$ cat src/rtl/cpu_pkg.sv
// Shared control/datapath codes for the 16-bit multicycle CPU.
// CONTROL_JAL_EN enables the jal opcode and its JAL state.
package cpu_pkg;

  typedef enum logic [3:0] {
    S_FETCH     = 4'd0,
    S_DECODE    = 4'd1,
    S_MEM_ADDR  = 4'd2,
    S_MEM_READ  = 4'd3,
    S_MEM_WB    = 4'd4,
    S_MEM_WRITE = 4'd5,
    S_EXEC_R    = 4'd6,
    S_R_WB      = 4'd7,
    S_EXEC_I    = 4'd8,
    S_I_WB      = 4'd9,
    S_BRANCH    = 4'd10,
    S_JUMP      = 4'd11,
    S_JAL       = 4'd12
  } state_t;

  localparam logic [3:0] OP_RTYPE = 4'd0;
  localparam logic [3:0] OP_ADDI  = 4'd1;
  localparam logic [3:0] OP_LW    = 4'd2;
  localparam logic [3:0] OP_SW    = 4'd3;
  localparam logic [3:0] OP_BEQ   = 4'd4;
  localparam logic [3:0] OP_J     = 4'd5;
  localparam logic [3:0] OP_JAL   = 4'd6;

  localparam logic [1:0] ALU_ADD   = 2'b00;
  localparam logic [1:0] ALU_SUB   = 2'b01;
  localparam logic [1:0] ALU_FUNCT = 2'b10;

  localparam logic [1:0] PC_ALU    = 2'b00;
  localparam logic [1:0] PC_ALUOUT = 2'b01;
  localparam logic [1:0] PC_JUMP   = 2'b10;

  localparam logic [1:0] SRCB_B    = 2'b00;
  localparam logic [1:0] SRCB_ONE  = 2'b01;
  localparam logic [1:0] SRCB_IMM  = 2'b10;
  localparam logic [1:0] SRCB_BOFF = 2'b11;

  localparam logic [1:0] DST_RT    = 2'b00;
  localparam logic [1:0] DST_RD    = 2'b01;
  localparam logic [1:0] DST_LINK  = 2'b10;

  localparam logic [1:0] WB_ALUOUT = 2'b00;
  localparam logic [1:0] WB_MDR    = 2'b01;
  localparam logic [1:0] WB_PC     = 2'b10;

  typedef struct packed {
    logic       PCWrite;
    logic       branchCond;
    logic [1:0] PCSource;
    logic       IorD;
    logic       MemRead;
    logic       MemWrite;
    logic       IRWrite;
    logic       RegWrite;
    logic [1:0] RegDst;
    logic [1:0] MemtoReg;
    logic       ALUSrcA;
    logic [1:0] ALUSrcB;
    logic [1:0] ALUOp;
    logic       illegalOp;
  } ctrl_t;

  function automatic logic op_legal(logic [3:0] op);
`ifdef CONTROL_JAL_EN
    return op <= OP_JAL;
`else
    return op <= OP_J;
`endif
  endfunction

endpackage

$ cat src/rtl/control_decode.sv
// Combinational output decode: state, opcode, memReady -> control bundle.
// CONTROL_JAL_EN builds the JAL state outputs.
module control_decode
  import cpu_pkg::*;
(
  input  state_t      state_i,
  input  logic [3:0]  opcode_i,
  input  logic        memReady_i,
  output ctrl_t       ctrl_o
);

  always_comb begin
    ctrl_o = '0;
    case (state_i)
      S_FETCH: begin
        ctrl_o.MemRead = 1'b1;
        ctrl_o.ALUSrcB = SRCB_ONE;
        ctrl_o.ALUOp   = ALU_ADD;
        ctrl_o.IRWrite = memReady_i;
        ctrl_o.PCWrite = memReady_i;
      end
      S_DECODE: begin
        ctrl_o.ALUSrcB   = SRCB_BOFF;
        ctrl_o.ALUOp     = ALU_ADD;
        ctrl_o.illegalOp = !op_legal(opcode_i);
      end
      S_MEM_ADDR: begin
        ctrl_o.ALUSrcA = 1'b1;
        ctrl_o.ALUSrcB = SRCB_IMM;
        ctrl_o.ALUOp   = ALU_ADD;
      end
      S_MEM_READ: begin
        ctrl_o.MemRead = 1'b1;
        ctrl_o.IorD    = 1'b1;
      end
      S_MEM_WB: begin
        ctrl_o.RegWrite = 1'b1;
        ctrl_o.MemtoReg = WB_MDR;
        ctrl_o.RegDst   = DST_RT;
      end
      S_MEM_WRITE: begin
        ctrl_o.MemWrite = 1'b1;
        ctrl_o.IorD     = 1'b1;
      end
      S_EXEC_R: begin
        ctrl_o.ALUSrcA = 1'b1;
        ctrl_o.ALUSrcB = SRCB_B;
        ctrl_o.ALUOp   = ALU_FUNCT;
      end
      S_R_WB: begin
        ctrl_o.RegWrite = 1'b1;
        ctrl_o.RegDst   = DST_RD;
        ctrl_o.MemtoReg = WB_ALUOUT;
      end
      S_EXEC_I: begin
        ctrl_o.ALUSrcA = 1'b1;
        ctrl_o.ALUSrcB = SRCB_IMM;
        ctrl_o.ALUOp   = ALU_ADD;
      end
      S_I_WB: begin
        ctrl_o.RegWrite = 1'b1;
        ctrl_o.RegDst   = DST_RT;
        ctrl_o.MemtoReg = WB_ALUOUT;
      end
      S_BRANCH: begin
        ctrl_o.ALUSrcA    = 1'b1;
        ctrl_o.ALUSrcB    = SRCB_B;
        ctrl_o.ALUOp      = ALU_SUB;
        ctrl_o.branchCond = 1'b1;
        ctrl_o.PCSource   = PC_ALUOUT;
      end
      S_JUMP: begin
        ctrl_o.PCWrite  = 1'b1;
        ctrl_o.PCSource = PC_JUMP;
      end
`ifdef CONTROL_JAL_EN
      S_JAL: begin
        ctrl_o.RegWrite = 1'b1;
        ctrl_o.RegDst   = DST_LINK;
        ctrl_o.MemtoReg = WB_PC;
        ctrl_o.PCWrite  = 1'b1;
        ctrl_o.PCSource = PC_JUMP;
      end
`endif
      default: ctrl_o = '0;
    endcase
  end

endmodule

$ cat src/rtl/control_fsm.sv
// Multicycle control FSM: state register, next-state logic, reset gating.
// CONTROL_JAL_EN adds the jal opcode (opcode 6 -> JAL state).
module control_fsm
  import cpu_pkg::*;
(
  input  logic       clock,
  input  logic       reset,
  input  logic [3:0] opcode,
  input  logic       memReady,
  output logic       PCWrite,
  output logic       branchCond,
  output logic [1:0] PCSource,
  output logic       IorD,
  output logic       MemRead,
  output logic       MemWrite,
  output logic       IRWrite,
  output logic       RegWrite,
  output logic [1:0] RegDst,
  output logic [1:0] MemtoReg,
  output logic       ALUSrcA,
  output logic [1:0] ALUSrcB,
  output logic [1:0] ALUOp,
  output logic       illegalOp,
  output logic [3:0] state
);

  state_t state_q, state_d;
  ctrl_t  ctrl;

  always_ff @(posedge clock or posedge reset) begin
    if (reset) state_q <= S_FETCH;
    else       state_q <= state_d;
  end

  always_comb begin
    state_d = state_q;
    case (state_q)
      S_FETCH:     if (memReady) state_d = S_DECODE;
      S_DECODE: begin
        case (opcode)
          OP_RTYPE: state_d = S_EXEC_R;
          OP_ADDI:  state_d = S_EXEC_I;
          OP_LW:    state_d = S_MEM_ADDR;
          OP_SW:    state_d = S_MEM_ADDR;
          OP_BEQ:   state_d = S_BRANCH;
          OP_J:     state_d = S_JUMP;
`ifdef CONTROL_JAL_EN
          OP_JAL:   state_d = S_JAL;
`endif
          default:  state_d = S_FETCH;
        endcase
      end
      S_MEM_ADDR:
        state_d = (opcode == OP_SW) ? S_MEM_WRITE : S_MEM_READ;
      S_MEM_READ:  if (memReady) state_d = S_MEM_WB;
      S_MEM_WRITE: if (memReady) state_d = S_FETCH;
      S_EXEC_R:    state_d = S_R_WB;
      S_EXEC_I:    state_d = S_I_WB;
      default:     state_d = S_FETCH;
    endcase
  end

  control_decode u_decode (
    .state_i    (state_q),
    .opcode_i   (opcode),
    .memReady_i (memReady),
    .ctrl_o     (ctrl)
  );

  // Reset is asynchronous, so enables are masked combinationally too.
  assign PCWrite    = ctrl.PCWrite    & ~reset;
  assign branchCond = ctrl.branchCond & ~reset;
  assign MemRead    = ctrl.MemRead    & ~reset;
  assign MemWrite   = ctrl.MemWrite   & ~reset;
  assign IRWrite    = ctrl.IRWrite    & ~reset;
  assign RegWrite   = ctrl.RegWrite   & ~reset;
  assign PCSource   = ctrl.PCSource;
  assign IorD       = ctrl.IorD;
  assign RegDst     = ctrl.RegDst;
  assign MemtoReg   = ctrl.MemtoReg;
  assign ALUSrcA    = ctrl.ALUSrcA;
  assign ALUSrcB    = ctrl.ALUSrcB;
  assign ALUOp      = ctrl.ALUOp;
  assign illegalOp  = ctrl.illegalOp;
  assign state      = state_q;

endmodule

$ cat config.mk
export PLATFORM = sky130hd
export DESIGN_NAME = control_fsm
export DESIGN_NICKNAME = d
export VERILOG_FILES = /design/src/rtl/cpu_pkg.sv /design/src/rtl/control_decode.sv /design/src/rtl/control_fsm.sv
export SDC_FILE = /design/constraint.sdc
export NUM_CORES = 1
export LEC_CHECK = 0
export BUFFER_PORTS_ARGS = -buffer_cell sky130_fd_sc_hd__buf_2
export CORE_MARGIN = 3
export CORE_UTILIZATION = 35
export CTS_CLUSTER_DIAMETER = 100
export DETAILED_ROUTE_END_ITERATION = 10
export PLACE_DENSITY = 0.72
export SETUP_SLACK_MARGIN = 0.15
export SYNTH_ARGS = -nofsm -noshare
export SYNTH_HDL_FRONTEND = slang
export SYNTH_SLANG_ARGS = --single-unit
$ cat constraint.sdc
create_clock -name clock -period 1.3 [get_ports clock]
set_input_delay 0.26 -clock clock [delete_from_list [all_inputs] [get_ports clock]]
set_output_delay 0.26 -clock clock [all_outputs]
set_load 0.02 [all_outputs]
==> results.sh, run 1 <==
export IMPL_clk_path_buf_depth=2
export IMPL_numCtsBuffers=3
export IMPL_port_buffers=27
export IMPL_hold_buffers=0
export IMPL_synth_xor_area_share_pct=4.605
export IMPL_dp_hpwl_um=1569
export IMPL_cts_root_buffer="clkbuf_4"
export IMPL_syn_avg_cell_area_um2=6.958
export IMPL_io_pins=30
export IMPL_status="did not finish"
export IMPL_rows=13
export IMPL_grt_worst_setup_endpoint="PCWrite"
export IMPL_grt_max_degree=12
export IMPL_stop_error="[ERROR DPL-0038] Utilization greater than 100%, impossible to legalize"
export IMPL_start_util_pct=40.32
export IMPL_synthSimpleGateAreaFrac_pct=45.18
export IMPL_dp_slack_ns=-0.1705
export IMPL_worst_ep_kind="primary output"
export IMPL_synthArstFlopShare_pct=100.0
export IMPL_syn_area_um2=570.5
export IMPL_synth_seq_cells=4
export IMPL_htree_levels=1
export IMPL_ys_flop_type="dfrtp_1"
export IMPL_synthTopCellsByArea="dfrtp_1 18%, nor2_1 8.6%, nor4b_1 4.6%"
export IMPL_cts_sinks=4
export IMPL_synth_compound_area_share_pct=19.08
export IMPL_yosysSeqAreaShare_pct=17.54
export IMPL_die_y_um=46.38
export IMPL_globalplace_congestion=0.8605
export IMPL_failing_step="5_1_grt"
export IMPL_die_w_um=46.38
export IMPL_ys_warn_count=0
export IMPL_syn_instance_count=82
export IMPL_synth_edf_count=0
export IMPL_synthAdderAreaFrac_pct=0
export IMPL_netlist_area_leader_share_pct=17.54
export IMPL_synthMuxAreaShare_pct=1.974
export IMPL_yosys_area_top_type="dfrtp_1"
export IMPL_synth_top_family_by_area="simple AND/OR/NAND/NOR gates"
export IMPL_synthDistinctLibCells=39
-- cells in the mapped netlist (2+ instances only) --
cell type   n
nor2_1     13
nand2_1     6
dfrtp_1     4
nor3_1      4
clkbuf_1    3
inv_1       3
nand2b_1    3
nor2b_1     3
nor4b_1     3
a21oi_1     2
buf_2       2
buf_4       2
nor3b_1     2
nor4bb_1    2
o211ai_1    2
o21ai_0     2
o311ai_1    2
or2_1       2
xor2_1      2
-- metrics by stage --
step                      instance area (um2)  std cells  setup TNS, ns
after global placement                   1059        141         -1.872
after CTS                                1286        148         -5.705
after detailed placement                 1059        141         -2.100
after floorplan                         793.3         83         -1.381
-- what timing repair did --
action | 4_1_cts
endpoints found under the setup margin | 25
buffers inserted | 4
resized for setup | 52
pin swaps | 9
endpoints found under the hold margin | 0
-- cells by family after synthesis --
family	Yosys count
XOR/XNOR	3
flip-flops	4
buffers and inverters	12
AND/OR/NAND/NOR	46
other	1
multiplexers	1
AO/OA/AOI/OAI	15
==> run 2, diff against run 1 <==
--- a/config.mk
+++ b/config.mk
@@ -6,12 +6,10 @@
 export NUM_CORES = 1
 export LEC_CHECK = 0
 export BUFFER_PORTS_ARGS = -buffer_cell sky130_fd_sc_hd__buf_2
-export CORE_MARGIN = 3
-export CORE_UTILIZATION = 35
-export CTS_CLUSTER_DIAMETER = 100
+export CORE_AREA = 3 3 64 66
 export DETAILED_ROUTE_END_ITERATION = 10
-export PLACE_DENSITY = 0.72
-export SETUP_SLACK_MARGIN = 0.15
+export DIE_AREA = 0 0 67 69
+export PLACE_DENSITY_LB_ADDON = 0.15
 export SYNTH_ARGS = -nofsm -noshare
 export SYNTH_HDL_FRONTEND = slang
 export SYNTH_SLANG_ARGS = --single-unit
==> constraint.sdc (replaced) <==
create_clock -name clock -period 1.7 [get_ports clock]
set_input_delay 0.34 -clock clock [delete_from_list [all_inputs] [get_ports clock]]
set_output_delay 0.34 -clock clock [all_outputs]
set_load 0.02 [all_outputs]
==> run 2 against run 1 <==
Against the previous run:
- synthesized area unchanged
- synthesized cell count unchanged
- the flow now finishes, with violations (negative setup slack)
==> results.sh, run 2 <==
export IMPL_cts_tree="built"
export IMPL_fin_util_pct=26.00
export IMPL_holdCritPathClass="input pin to asynchronous set/reset pin"
export IMPL_period_share_pct=103.4
export IMPL_ir_worst_vdd_uv=398.0
export IMPL_drcViolationCount=0
export IMPL_start_util_pct=15.70
export IMPL_violations="negative setup slack"
export IMPL_ys_warn_count=0
export IMPL_htree_levels=1
export IMPL_ant_nets=0
export IMPL_p_per_area_nw_per_um2=1726
export IMPL_layout_common_cells="21 x buf_2, 16 x buf_4, 12 x nor2_1, 5 x nand2_1, 4 x dfrtp_2"
export IMPL_layout_drive_gt1_share_pct=50.43
export IMPL_syn_to_final_growth_pct=65.57
export IMPL_cp_slowest_cell="dfrtp_2"
export IMPL_die_y_um=69
export IMPL_p_total_w=0.001630
export IMPL_max_freq_ghz=0.5686
export IMPL_largest_reg_flops=4
export IMPL_globalplace_congestion=0.7262
export IMPL_port_buffers=27
export IMPL_rsz0062_at_grt="yes"
export IMPL_synthArstFlopShare_pct=100.0
export IMPL_routedWlPerCell_um=12.37
export IMPL_path_max_fanout=6
export IMPL_syn_area_um2=570.5
export IMPL_cp_required_ns=1.36
export IMPL_synth_most_common_cell="nor2_1"
export IMPL_synth_edf_count=0
export IMPL_grt_max_degree=14
export IMPL_dp_hpwl_um=1588
export IMPL_diodes=0
export IMPL_syn_instance_count=82
export IMPL_slew_viol_final=0
export IMPL_rows=22
export IMPL_cellInternalPower_w=0.0008471
export IMPL_power_frac_seq_pct=12.3
export IMPL_cts_sinks=4
export IMPL_viasPerCell=4.418
export IMPL_synth_commonest_cells="13 x nor2_1, 6 x nand2_1, 4 x dfrtp_1, 4 x nor3_1"
export IMPL_grt_pass1_wl_um=3180
export IMPL_worstPathCellList="or3b_1 -> a21oi_2 -> o21a_1 -> buf_6"
export IMPL_yosysSeqAreaShare_pct=17.54
export IMPL_hold_buffers=0
export IMPL_drtPass1Iterations=4
export IMPL_final_common_cell="buf_2"
export IMPL_numCtsBuffers=3
export IMPL_vias=729
export IMPL_min_period_ns=1.759
export IMPL_fin_ws_ns=-0.05861
export IMPL_switching_power_w=0.0007834
export IMPL_clk_pin_slew_ns=0.03
export IMPL_clk_path_buf_depth=2
export IMPL_netlist_area_leader_share_pct=17.54
export IMPL_synthDistinctLibCells=39
export IMPL_critical_path_class="flip-flop to output pin"
export IMPL_cp_start_kind="flip-flop"
export IMPL_cts_root_buffer="clkbuf_8"
export IMPL_maxCapViolations=0
export IMPL_grt_usage_pct=8.898
export IMPL_grt_pass1_vias=674
export IMPL_clkPwrFrac_pct=12.0
export IMPL_nets=126
export IMPL_io_pins=30
export IMPL_power_leakage_nw=0.4388
export IMPL_setup_viol=2
export IMPL_slowest_delay_ns=0.43
export IMPL_status="finished with violations"
export IMPL_clock_insertion_delay_worst_skew_ns=0.21
export IMPL_combPwrFrac_pct=75.7
export IMPL_switching_share_pct=48.05
export IMPL_die_w_um=67
export IMPL_critPathArrivalTime_ns=1.42
export IMPL_yosys_area_top_type="dfrtp_1"
export IMPL_antenna_found_initial=0
export IMPL_core_um2=3633
export IMPL_syn_avg_cell_area_um2=6.958
export IMPL_critPathCaptureType="output pin"
export IMPL_hold_viol=0
export IMPL_ys_flop_type="dfrtp_1"
export IMPL_synthTopCellsByArea="dfrtp_1 18%, nor2_1 8.6%, nor4b_1 4.6%"
export IMPL_die_area_um2=4623
export IMPL_drtIter0Drc=11
export IMPL_skew_ns=0.00004279
export IMPL_synth_seq_cells=4
export IMPL_wl_um=2041
export IMPL_grt_overflow_total=0
==> run 2: cell counts after synthesis <==
No cell type changed its count.
==> run 2: repair_timing <==
item                                    in CTS  in global routing
pin swaps                                    0                  3
setup buffers                                2                  2
endpoints found under the setup margin       8                 11
gates resized for setup                      8                 10
==> run 2: layer usage <==
| metal | track usage, % | share of wire [%] | up-vias |
|---|---|---|---|
| met1 | 11.44 | 43 | 347 |
| met2 | 14.08 | 50 | 23 |
| met5 | 0 | 0 | - |
| met4 | 4.730 | 1.3 | 0 |
| met3 | 1.140 | 5.5 | 2 |
| li1 | - | - | 357 |
==> run 2: path summary, 6_finish.rpt <==
path | from | endpoint | slack, ns | cells after the start
max | state[3] | RegWrite | -0.06 | 4
min | reset | state[1] | 0.11 | 2
max reg2reg | state[0] | state[2] | 0.24 | 6
min reg2reg | state[2] | state[1] | 0.73 | 2
max in group asynchronous | reset | state[2] | 1.41 | 2
min in group clock | opcode[2] | state[1] | 0.47 | 3
==> run 2: cell type report <==
type	count	area, um2
sequential	4	105.1
timing repair buffer	40	259.0
fill	424	2689
tap	48	60.06
inverter	3	11.26
clock buffer	3	41.29
multi-input combinational	67	467.9
==> run 2: power groups by stage <==
stage          clock [W]  combinational (W)  sequential, W
5_1_grt         0.000208            0.00134       0.000211
2_1_floorplan          0           0.000724       0.000214
3_3_place_gp           0            0.00107       0.000184
3_5_place_dp           0            0.00107       0.000186
4_1_cts         0.000201            0.00115       0.000184
6_report        0.000195            0.00123       0.000201
==> run 2: kinds of logic (layout without fill, tap and decap cells) <==
family	count (synthesis)	in the layout	synth area share, %
AO/OA/AOI/OAI	15	15	19.08
buffers and inverters	12	46	10.96
AND/OR/NAND/NOR	46	46	45.18
flip-flops	4	4	17.54
multiplexers	1	1	1.974
other	1	2	0.6573
XOR/XNOR	3	3	4.606
==> run 2: stage by stage <==
stage / setup TNS (ns) / hold slack (ns) / instance area, um2 / setup slack [ns] / std cells
detailed placement: 0 / 0.3505 / 824.5 / 0.09742 / 158
global placement: 0 / 0.3440 / 824.5 / 0.1117 / 158
floorplan: -0.02891 / 0.1145 / 618.1 / -0.02891 / 83
global route: -0.3567 / 0.1409 / 944.7 / -0.1114 / 165
finish: -0.06345 / 0.1133 / 944.7 / -0.05861 / 165
CTS: -0.1514 / 0.1225 / 902.1 / -0.06032 / 163
==> run 2: critical path: cells and delay by family (launching register included) <==
kind            cells  cell delay [ns]
compound gates      2             0.27
buf+inv             1             0.11
flops               1             0.43
simple gates        1             0.39
(Power assumes the default switching activity.)
